File: src/rtl/fsel_pkg.sv
// Shared types, default parameters and bus helpers for the filter-select arbiter.
package fsel_pkg;

    typedef enum logic [1:0] {
        FSEL_HOLD     = 2'd0,
        FSEL_DEBOUNCE = 2'd1,
        FSEL_BLANK    = 2'd2
    } fsel_state_e;

    localparam int unsigned FSEL_N_SRC_DEF     = 2;
    localparam int unsigned FSEL_SEL_W_DEF     = 2;
    localparam int unsigned FSEL_DEBOUNCE_DEF  = 4;
    localparam int unsigned FSEL_BLANK_DEF     = 2;
    localparam int unsigned FSEL_SAFE_CODE_DEF = 0;

    // Widest code and widest flattened bus the slice helper handles (8 sources x 8 bits).
    localparam int unsigned FSEL_SEL_MAX = 8;
    localparam int unsigned FSEL_BUS_MAX = 64;

    localparam int unsigned FSEL_STAT_W = 16;

    // Extract source idx's code from a zero-extended flattened bus.
    function automatic logic [FSEL_SEL_MAX-1:0] fsel_slice(
        input logic [FSEL_BUS_MAX-1:0] bus,
        input int unsigned             idx,
        input int unsigned             sel_w
    );
        logic [FSEL_BUS_MAX-1:0] shifted;
        logic [FSEL_SEL_MAX-1:0] mask;
        shifted = bus >> (idx * sel_w);
        mask    = (sel_w >= FSEL_SEL_MAX) ? '1 : FSEL_SEL_MAX'((1 << sel_w) - 1);
        return FSEL_SEL_MAX'(shifted) & mask;
    endfunction

endpackage

File: src/rtl/fsel_priority_enc.sv
// Highest-index request encoder; source 0 is always eligible.
module fsel_priority_enc
    import fsel_pkg::*;
#(
    parameter int unsigned N_SRC = FSEL_N_SRC_DEF
) (
    input  logic [N_SRC-1:0]         src_req,
    output logic [$clog2(N_SRC)-1:0] cand_c
);

    localparam int unsigned IDX_W = $clog2(N_SRC);

    logic [N_SRC-1:0] req_eff;

    assign req_eff = src_req | N_SRC'(1);

    // Ascending scan so the highest set bit wins.
    always_comb begin
        cand_c = '0;
        for (int i = 0; i < N_SRC; i++) begin
            if (req_eff[i]) begin
                cand_c = IDX_W'(i);
            end
        end
    end

endmodule

File: src/rtl/filter_select_arbiter.sv
// Debounced priority arbiter driving the sensor-filter select code, with a
// safe-code blanking interval on every switchover.
// Optional: define FSEL_ARB_STATS_EN to add switch_count / abort_count outputs.
module filter_select_arbiter
    import fsel_pkg::*;
#(
    parameter int unsigned       N_SRC        = FSEL_N_SRC_DEF,
    parameter int unsigned       SEL_W        = FSEL_SEL_W_DEF,
    parameter int unsigned       DEBOUNCE_CYC = FSEL_DEBOUNCE_DEF,
    parameter int unsigned       BLANK_CYC    = FSEL_BLANK_DEF,
    parameter logic [SEL_W-1:0]  SAFE_CODE    = SEL_W'(FSEL_SAFE_CODE_DEF)
) (
    input  logic                     clk,
    input  logic                     rst,
    input  logic [N_SRC-1:0]         src_req,
    input  logic [N_SRC*SEL_W-1:0]   src_sel,
    output logic [SEL_W-1:0]         filter_select_out,
    output logic [$clog2(N_SRC)-1:0] active_src,
    output logic                     switching
`ifdef FSEL_ARB_STATS_EN
    ,
    output logic [FSEL_STAT_W-1:0]   switch_count,
    output logic [FSEL_STAT_W-1:0]   abort_count
`endif
);

    localparam int unsigned IDX_W   = $clog2(N_SRC);
    localparam int unsigned CNT_MAX = (DEBOUNCE_CYC > BLANK_CYC) ? DEBOUNCE_CYC : BLANK_CYC;
    localparam int unsigned CNT_W   = (CNT_MAX > 0) ? $clog2(CNT_MAX + 1) : 1;

    localparam logic [CNT_W-1:0] DEB_LAST = CNT_W'((DEBOUNCE_CYC > 0) ? DEBOUNCE_CYC - 1 : 0);
    localparam logic [CNT_W-1:0] BLK_LAST = CNT_W'((BLANK_CYC > 0) ? BLANK_CYC - 1 : 0);

    fsel_state_e             state;
    fsel_state_e             state_n;
    logic [CNT_W-1:0]        cnt;
    logic [CNT_W-1:0]        cnt_n;
    logic [IDX_W-1:0]        target;
    logic [IDX_W-1:0]        target_n;
    logic [IDX_W-1:0]        active_n;
    logic [SEL_W-1:0]        out_n;
    logic                    switching_n;
    logic [IDX_W-1:0]        cand_c;
    logic [FSEL_BUS_MAX-1:0] sel_bus;
    logic                    commit_c;
    logic                    abort_c;

    assign sel_bus = FSEL_BUS_MAX'(src_sel);

    fsel_priority_enc #(
        .N_SRC (N_SRC)
    ) u_enc (
        .src_req (src_req),
        .cand_c  (cand_c)
    );

    // Next-state, counter, target and output-code selection.
    always_comb begin
        state_n  = state;
        cnt_n    = cnt;
        target_n = target;
        active_n = active_src;
        out_n    = SEL_W'(fsel_slice(sel_bus, 32'(active_src), SEL_W));
        commit_c = 1'b0;
        abort_c  = 1'b0;

        case (state)
            FSEL_HOLD: begin
                if (cand_c != active_src) begin
                    target_n = cand_c;
                    cnt_n    = '0;
                    if (DEBOUNCE_CYC == 0) begin
                        if (BLANK_CYC == 0) begin
                            commit_c = 1'b1;
                            active_n = cand_c;
                            out_n    = SEL_W'(fsel_slice(sel_bus, 32'(cand_c), SEL_W));
                        end else begin
                            state_n = FSEL_BLANK;
                            out_n   = SAFE_CODE;
                        end
                    end else begin
                        state_n = FSEL_DEBOUNCE;
                    end
                end
            end

            FSEL_DEBOUNCE: begin
                if (cand_c == active_src) begin
                    // Request withdrawn before it settled.
                    state_n = FSEL_HOLD;
                    cnt_n   = '0;
                    abort_c = 1'b1;
                end else if (cand_c != target) begin
                    target_n = cand_c;
                    cnt_n    = '0;
                end else if (cnt == DEB_LAST) begin
                    cnt_n = '0;
                    if (BLANK_CYC == 0) begin
                        commit_c = 1'b1;
                        state_n  = FSEL_HOLD;
                        active_n = target;
                        out_n    = SEL_W'(fsel_slice(sel_bus, 32'(target), SEL_W));
                    end else begin
                        state_n = FSEL_BLANK;
                        out_n   = SAFE_CODE;
                    end
                end else begin
                    cnt_n = cnt + CNT_W'(1);
                end
            end

            FSEL_BLANK: begin
                // Target is frozen; requests are not looked at here.
                out_n = SAFE_CODE;
                if (cnt == BLK_LAST) begin
                    cnt_n    = '0;
                    commit_c = 1'b1;
                    state_n  = FSEL_HOLD;
                    active_n = target;
                    out_n    = SEL_W'(fsel_slice(sel_bus, 32'(target), SEL_W));
                end else begin
                    cnt_n = cnt + CNT_W'(1);
                end
            end

            default: begin
                state_n = FSEL_HOLD;
                cnt_n   = '0;
            end
        endcase

        switching_n = (state_n != FSEL_HOLD);
    end

    // State and output registers.
    always_ff @(posedge clk) begin
        if (rst) begin
            state             <= FSEL_HOLD;
            cnt               <= '0;
            target            <= '0;
            active_src        <= '0;
            filter_select_out <= SAFE_CODE;
            switching         <= 1'b0;
        end else begin
            state             <= state_n;
            cnt               <= cnt_n;
            target            <= target_n;
            active_src        <= active_n;
            filter_select_out <= out_n;
            switching         <= switching_n;
        end
    end

`ifdef FSEL_ARB_STATS_EN
    logic [FSEL_STAT_W-1:0] switch_count_n;
    logic [FSEL_STAT_W-1:0] abort_count_n;

    // Saturating event counters.
    always_comb begin
        switch_count_n = switch_count;
        abort_count_n  = abort_count;
        if (commit_c && (switch_count != '1)) begin
            switch_count_n = switch_count + FSEL_STAT_W'(1);
        end
        if (abort_c && (abort_count != '1)) begin
            abort_count_n = abort_count + FSEL_STAT_W'(1);
        end
    end

    // Statistics registers.
    always_ff @(posedge clk) begin
        if (rst) begin
            switch_count <= '0;
            abort_count  <= '0;
        end else begin
            switch_count <= switch_count_n;
            abort_count  <= abort_count_n;
        end
    end
`endif

endmodule

File: config.mk
export PLATFORM = sky130hd
export DESIGN_NAME = filter_select_arbiter
export DESIGN_NICKNAME = d
export VERILOG_FILES = /design/src/rtl/fsel_pkg.sv /design/src/rtl/fsel_priority_enc.sv /design/src/rtl/filter_select_arbiter.sv
export SDC_FILE = /design/constraint.sdc
export NUM_CORES = 1
export LEC_CHECK = 0
export ABC_AREA = 1
export BUFFER_PORTS_ARGS = -buffer_cell sky130_fd_sc_hd__buf_2
export CAP_MARGIN = 20
export CORE_MARGIN = 2
export CORE_UTILIZATION = 40
export DETAILED_ROUTE_END_ITERATION = 12
export MAX_ROUTING_LAYER = met4
export SLEW_MARGIN = 20
export SYNTH_ARGS = -nofsm -noshare
export SYNTH_HDL_FRONTEND = slang
export SYNTH_SLANG_ARGS = --single-unit
File: constraint.sdc
create_clock -name clk -period 1.14 [get_ports clk]
set_input_delay 0.114 -clock clk [delete_from_list [all_inputs] [get_ports clk]]
set_output_delay 0.114 -clock clk [all_outputs]
set_load 0.01 [all_outputs]
==> metrics.log <==
INFO  metric coreArea = 1560 sq um
INFO  metric yosysTopAreaCell = sky130_fd_sc_hd__dfxtp_1
INFO  metric hold_violations = 0
INFO  metric synthesis.nets = 114
INFO  metric synth_area = 689 sq um
INFO  metric floorplan.initialDensity = 44.2%
INFO  metric fin_worst_hold_slack = between 0.1 and 0.15 ns
INFO  metric maxCapViolCount = 0
INFO  metric drv_slew = 0
INFO  metric first_global_vias = 691
INFO  metric areaGrowthSynthToFinish = 44.5%
INFO  metric setup_ws = -0.0704 ns
INFO  metric worst_r2r_path_depth = 6
INFO  metric yosysMostFrequentCell = sky130_fd_sc_hd__nand2_1
INFO  metric cts.htree.levels = 1
INFO  metric port_buffer_count = 10
INFO  metric root_buffer = sky130_fd_sc_hd__clkbuf_4
INFO  metric first_iter_violations = 2
INFO  metric irDropWorstVdd = 738 uV
INFO  metric setup.worst_path.class = reg2reg
INFO  metric slew_headroom = 87.8%
INFO  metric die_width = 45.5 um
INFO  metric clock_net_sink_count = 10
INFO  metric ys_ff_latch = 10
INFO  metric max_slew.worst_pin.slew = around 0.18 ns
INFO  metric critical_path.startpoint_type = flop
INFO  metric synth_cells = 98
INFO  metric period_minus_slack = 1.21 ns
INFO  metric gr-usage-met2 = 33.5%
INFO  metric grtUsageMet1 = 20.2%
INFO  metric grt_start_max_net_pins = 9
INFO  metric power.static_leakage = about 0.00046 uW
INFO  metric count_of_flip_flops_with_a_built_in_enable_after_synthesis = 0
INFO  metric detailedRoute.firstPassIterationCount = 4
INFO  metric critPathCapture = cnt[2]$_SDFFE_PP0N_
INFO  metric synth.area.top_cells = sky130_fd_sc_hd__dfxtp_1 (29%), sky130_fd_sc_hd__nand2_1 (15%), sky130_fd_sc_hd__ha_1 (15%), sky130_fd_sc_hd__inv_1 (8.2%), sky130_fd_sc_hd__a21oi_1 (4.4%)
INFO  metric ff2ff_setup_slack = -0.07 ns
INFO  metric crit_path_end_kind = flop
INFO  metric worst_ep_required_time = 1.36 ns
INFO  metric worst_skew_pair.late_latency = 0.28 ns
INFO  metric critPathArrivalTime = between 1 and 1.5 ns
INFO  metric crit_chain = ha_4 > ha_4 > or2_1 > nand2_1 > nand2_1 > a21oi_2
INFO  metric yosysWarningCount = 0
INFO  metric min-delay-path-class = in2reg
INFO  metric synth_largest_type_area_fraction = 29.0%
INFO  metric synth-seq-area-share = 29.0%
INFO  metric synth_ff_type = sky130_fd_sc_hd__dfxtp_1
INFO  metric total_global_route_track_usage = 20.3%
INFO  metric power_per_cell_area = 925 nW/um^2
INFO  metric synth.distinct_cells = 19
INFO  metric die_h = between 40 and 50 um
INFO  metric critical_path.n_buffers_inverters = 0
INFO  metric wl_per_cell = 11.8 um
INFO  metric place_hpwl = 1140 um
INFO  metric most_frequent_cells_after_synthesis = sky130_fd_sc_hd__nand2_1 (28), sky130_fd_sc_hd__inv_1 (15), sky130_fd_sc_hd__dfxtp_1 (10), sky130_fd_sc_hd__ha_1 (8), sky130_fd_sc_hd__a21oi_1 (6)
INFO  metric crit_path_max_incr_delay = 0.36 ns
INFO  metric route.antenna.remaining_nets = 0
INFO  metric grt_setup_unrepaired = yes
INFO  metric gr-usage-met3 = 4.76%
INFO  metric gr-total-overflow = 0
INFO  metric critical_path_depth = 6
INFO  metric layout_worst_path_cycle_share = 106%
INFO  metric syn-mean-instance-area = between 7 and 8 sq um
INFO  metric fp-row-count = 14
INFO  metric critical-path-top-delay-family = flip-flops
INFO  metric finalClockSkew = 0.00160 ns
INFO  metric grt_antenna_before_repair = 0
INFO  metric async_reset_ff_share = 0%
INFO  metric busiest_layer = met2
INFO  metric finalNetCount = 138
INFO  metric dieArea = 2070 sq um
INFO  metric viasPerCell = 5.01
INFO  metric tritoncts = done
INFO  metric layout.area.seq = 218 sq um
INFO  metric setup_total_negative_slack = -0.123 ns
INFO  metric first_pass_grt_wire_length = 2770 um
INFO  metric power = 921 uW
INFO  metric worst_setup_path_startpoint = cnt[1]$_SDFFE_PP0N_
INFO  metric reg2reg_from = cnt[1]$_SDFFE_PP0N_
INFO  metric io_pins = 12
INFO  metric drc_errors = 0
INFO  metric timing.final.setup_violations = 4
INFO  metric max_freq = 826 MHz
INFO  metric cts.clk_slew.worst_paths = 0.07 ns
INFO  metric outcome = finished with violations
INFO  metric layout.filler_cells = 146
INFO  metric failing_checks = setup timing
INFO  metric worst_r2r_endpoint = cnt[2]$_SDFFE_PP0N_
INFO  metric insertedDiodeCount = 0
INFO  metric drive_gt1_share = 50.4%
INFO  metric num_vias = 686
INFO  metric totalWireLength = 1620 um
INFO  metric multi_input_area = 522 sq um
INFO  metric cts-root-to-sink-buffers = 2
INFO  metric tritoncts_buffer_count = 3
INFO  metric slowest_cp_cell = sky130_fd_sc_hd__dfxtp_4
INFO  metric routabilityCongestion = 0.771
INFO  metric ctsHoldBuffers = 0
INFO  metric crit_fanout = 3
layout by cell type, fill, tap and decap left out, types with 2 or more instances in the layout:
cell / n
sky130_fd_sc_hd__nand2_1: 22
sky130_fd_sc_hd__nand3_1: 4
sky130_fd_sc_hd__dfxtp_2: 2
sky130_fd_sc_hd__nand2_4: 3
sky130_fd_sc_hd__clkbuf_4: 3
sky130_fd_sc_hd__nand2_2: 8
sky130_fd_sc_hd__o21ai_0: 4
sky130_fd_sc_hd__a21oi_2: 2
sky130_fd_sc_hd__inv_2: 5
sky130_fd_sc_hd__nor2_1: 3
sky130_fd_sc_hd__buf_2: 10
sky130_fd_sc_hd__dfxtp_1: 4
sky130_fd_sc_hd__ha_4: 5
sky130_fd_sc_hd__inv_1: 11
sky130_fd_sc_hd__buf_6: 2
sky130_fd_sc_hd__ha_1: 2
sky130_fd_sc_hd__o21ai_2: 2
sky130_fd_sc_hd__buf_4: 7
sky130_fd_sc_hd__a21oi_1: 4
sky130_fd_sc_hd__nand4_1: 2
sky130_fd_sc_hd__o21bai_1: 2
sky130_fd_sc_hd__dfxtp_4: 4
cells by family after synthesis:
family	count (synthesis)	share of synthesized area, %
compound gates	16	15.1
simple gates	46	31.6
flops	10	29.0
fa+ha+maj	8	14.5
buf+inv	18	9.80
flip-flops by register name (all words and copies together), names as in the netlist:
name,cells
filter_select_out,2
state,2
switching,1
active_src,1
cnt,3
target,1
how the worst min path moves through the flow:
| stage | startpoint | cells after the start | end |
|---|---|---|---|
| floorplan | rst | 1 | cnt[1]$_SDFFE_PP0N_ |
| global placement | rst | 2 | cnt[1]$_SDFFE_PP0N_ |
| detailed placement | rst | 2 | cnt[1]$_SDFFE_PP0N_ |
| CTS | rst | 2 | cnt[1]$_SDFFE_PP0N_ |
| global route | rst | 2 | cnt[2]$_SDFFE_PP0N_ |
| finish | rst | 2 | cnt[2]$_SDFFE_PP0N_ |
stage by stage:
stage / instance area (sq um) / util [%] / instances / setup slack, ns
floorplan: 693 / - / 98 / -0.0558
global placement: 816 / 52.3 / 131 / -0.112
detailed placement: 816 / 52.3 / 131 / -0.138
CTS: 968 / 62.1 / 137 / -0.0649
global route: 996 / 63.9 / 137 / -0.143
finish: 996 / 63.9 / 137 / -0.0704
final cells by class:
type	count	area share [%]
clock buffers	4	3.64
flip-flops and latches	10	21.9
multi-input cells	70	52.4
repair buffers	19	12.6
well taps	16	2.01
inverters	18	7.54
per-layer routing:
layer | vias to the layer above | wire, um
met1 | 312 | 750
li1 | 358 | -
met3 | 5 | 45
met5 | - | 0
met4 | 0 | 55
met2 | 11 | 771
report_power, final:
group / leakage, uW / switching, uW / total [uW] / internal (uW)
Combinational: 0.000356 / 112 / 200 / 87.4
Sequential: 0.0000856 / 14.7 / 375 / 360
Clock: 0.0000210 / 152 / 346 / 195
Total: 0.000463 / 279 / 921 / 642
timing repair:
action / CTS / global route
endpoints found under the hold margin: 0 / 0
buffers inserted: 2 / 0
gates cloned: 0 / 0
endpoints found under the setup margin: 10 / 10
pin swaps: 5 / 4
resized for setup: 27 / 10
No activity file was read; power rests on OpenSTA's default activity.
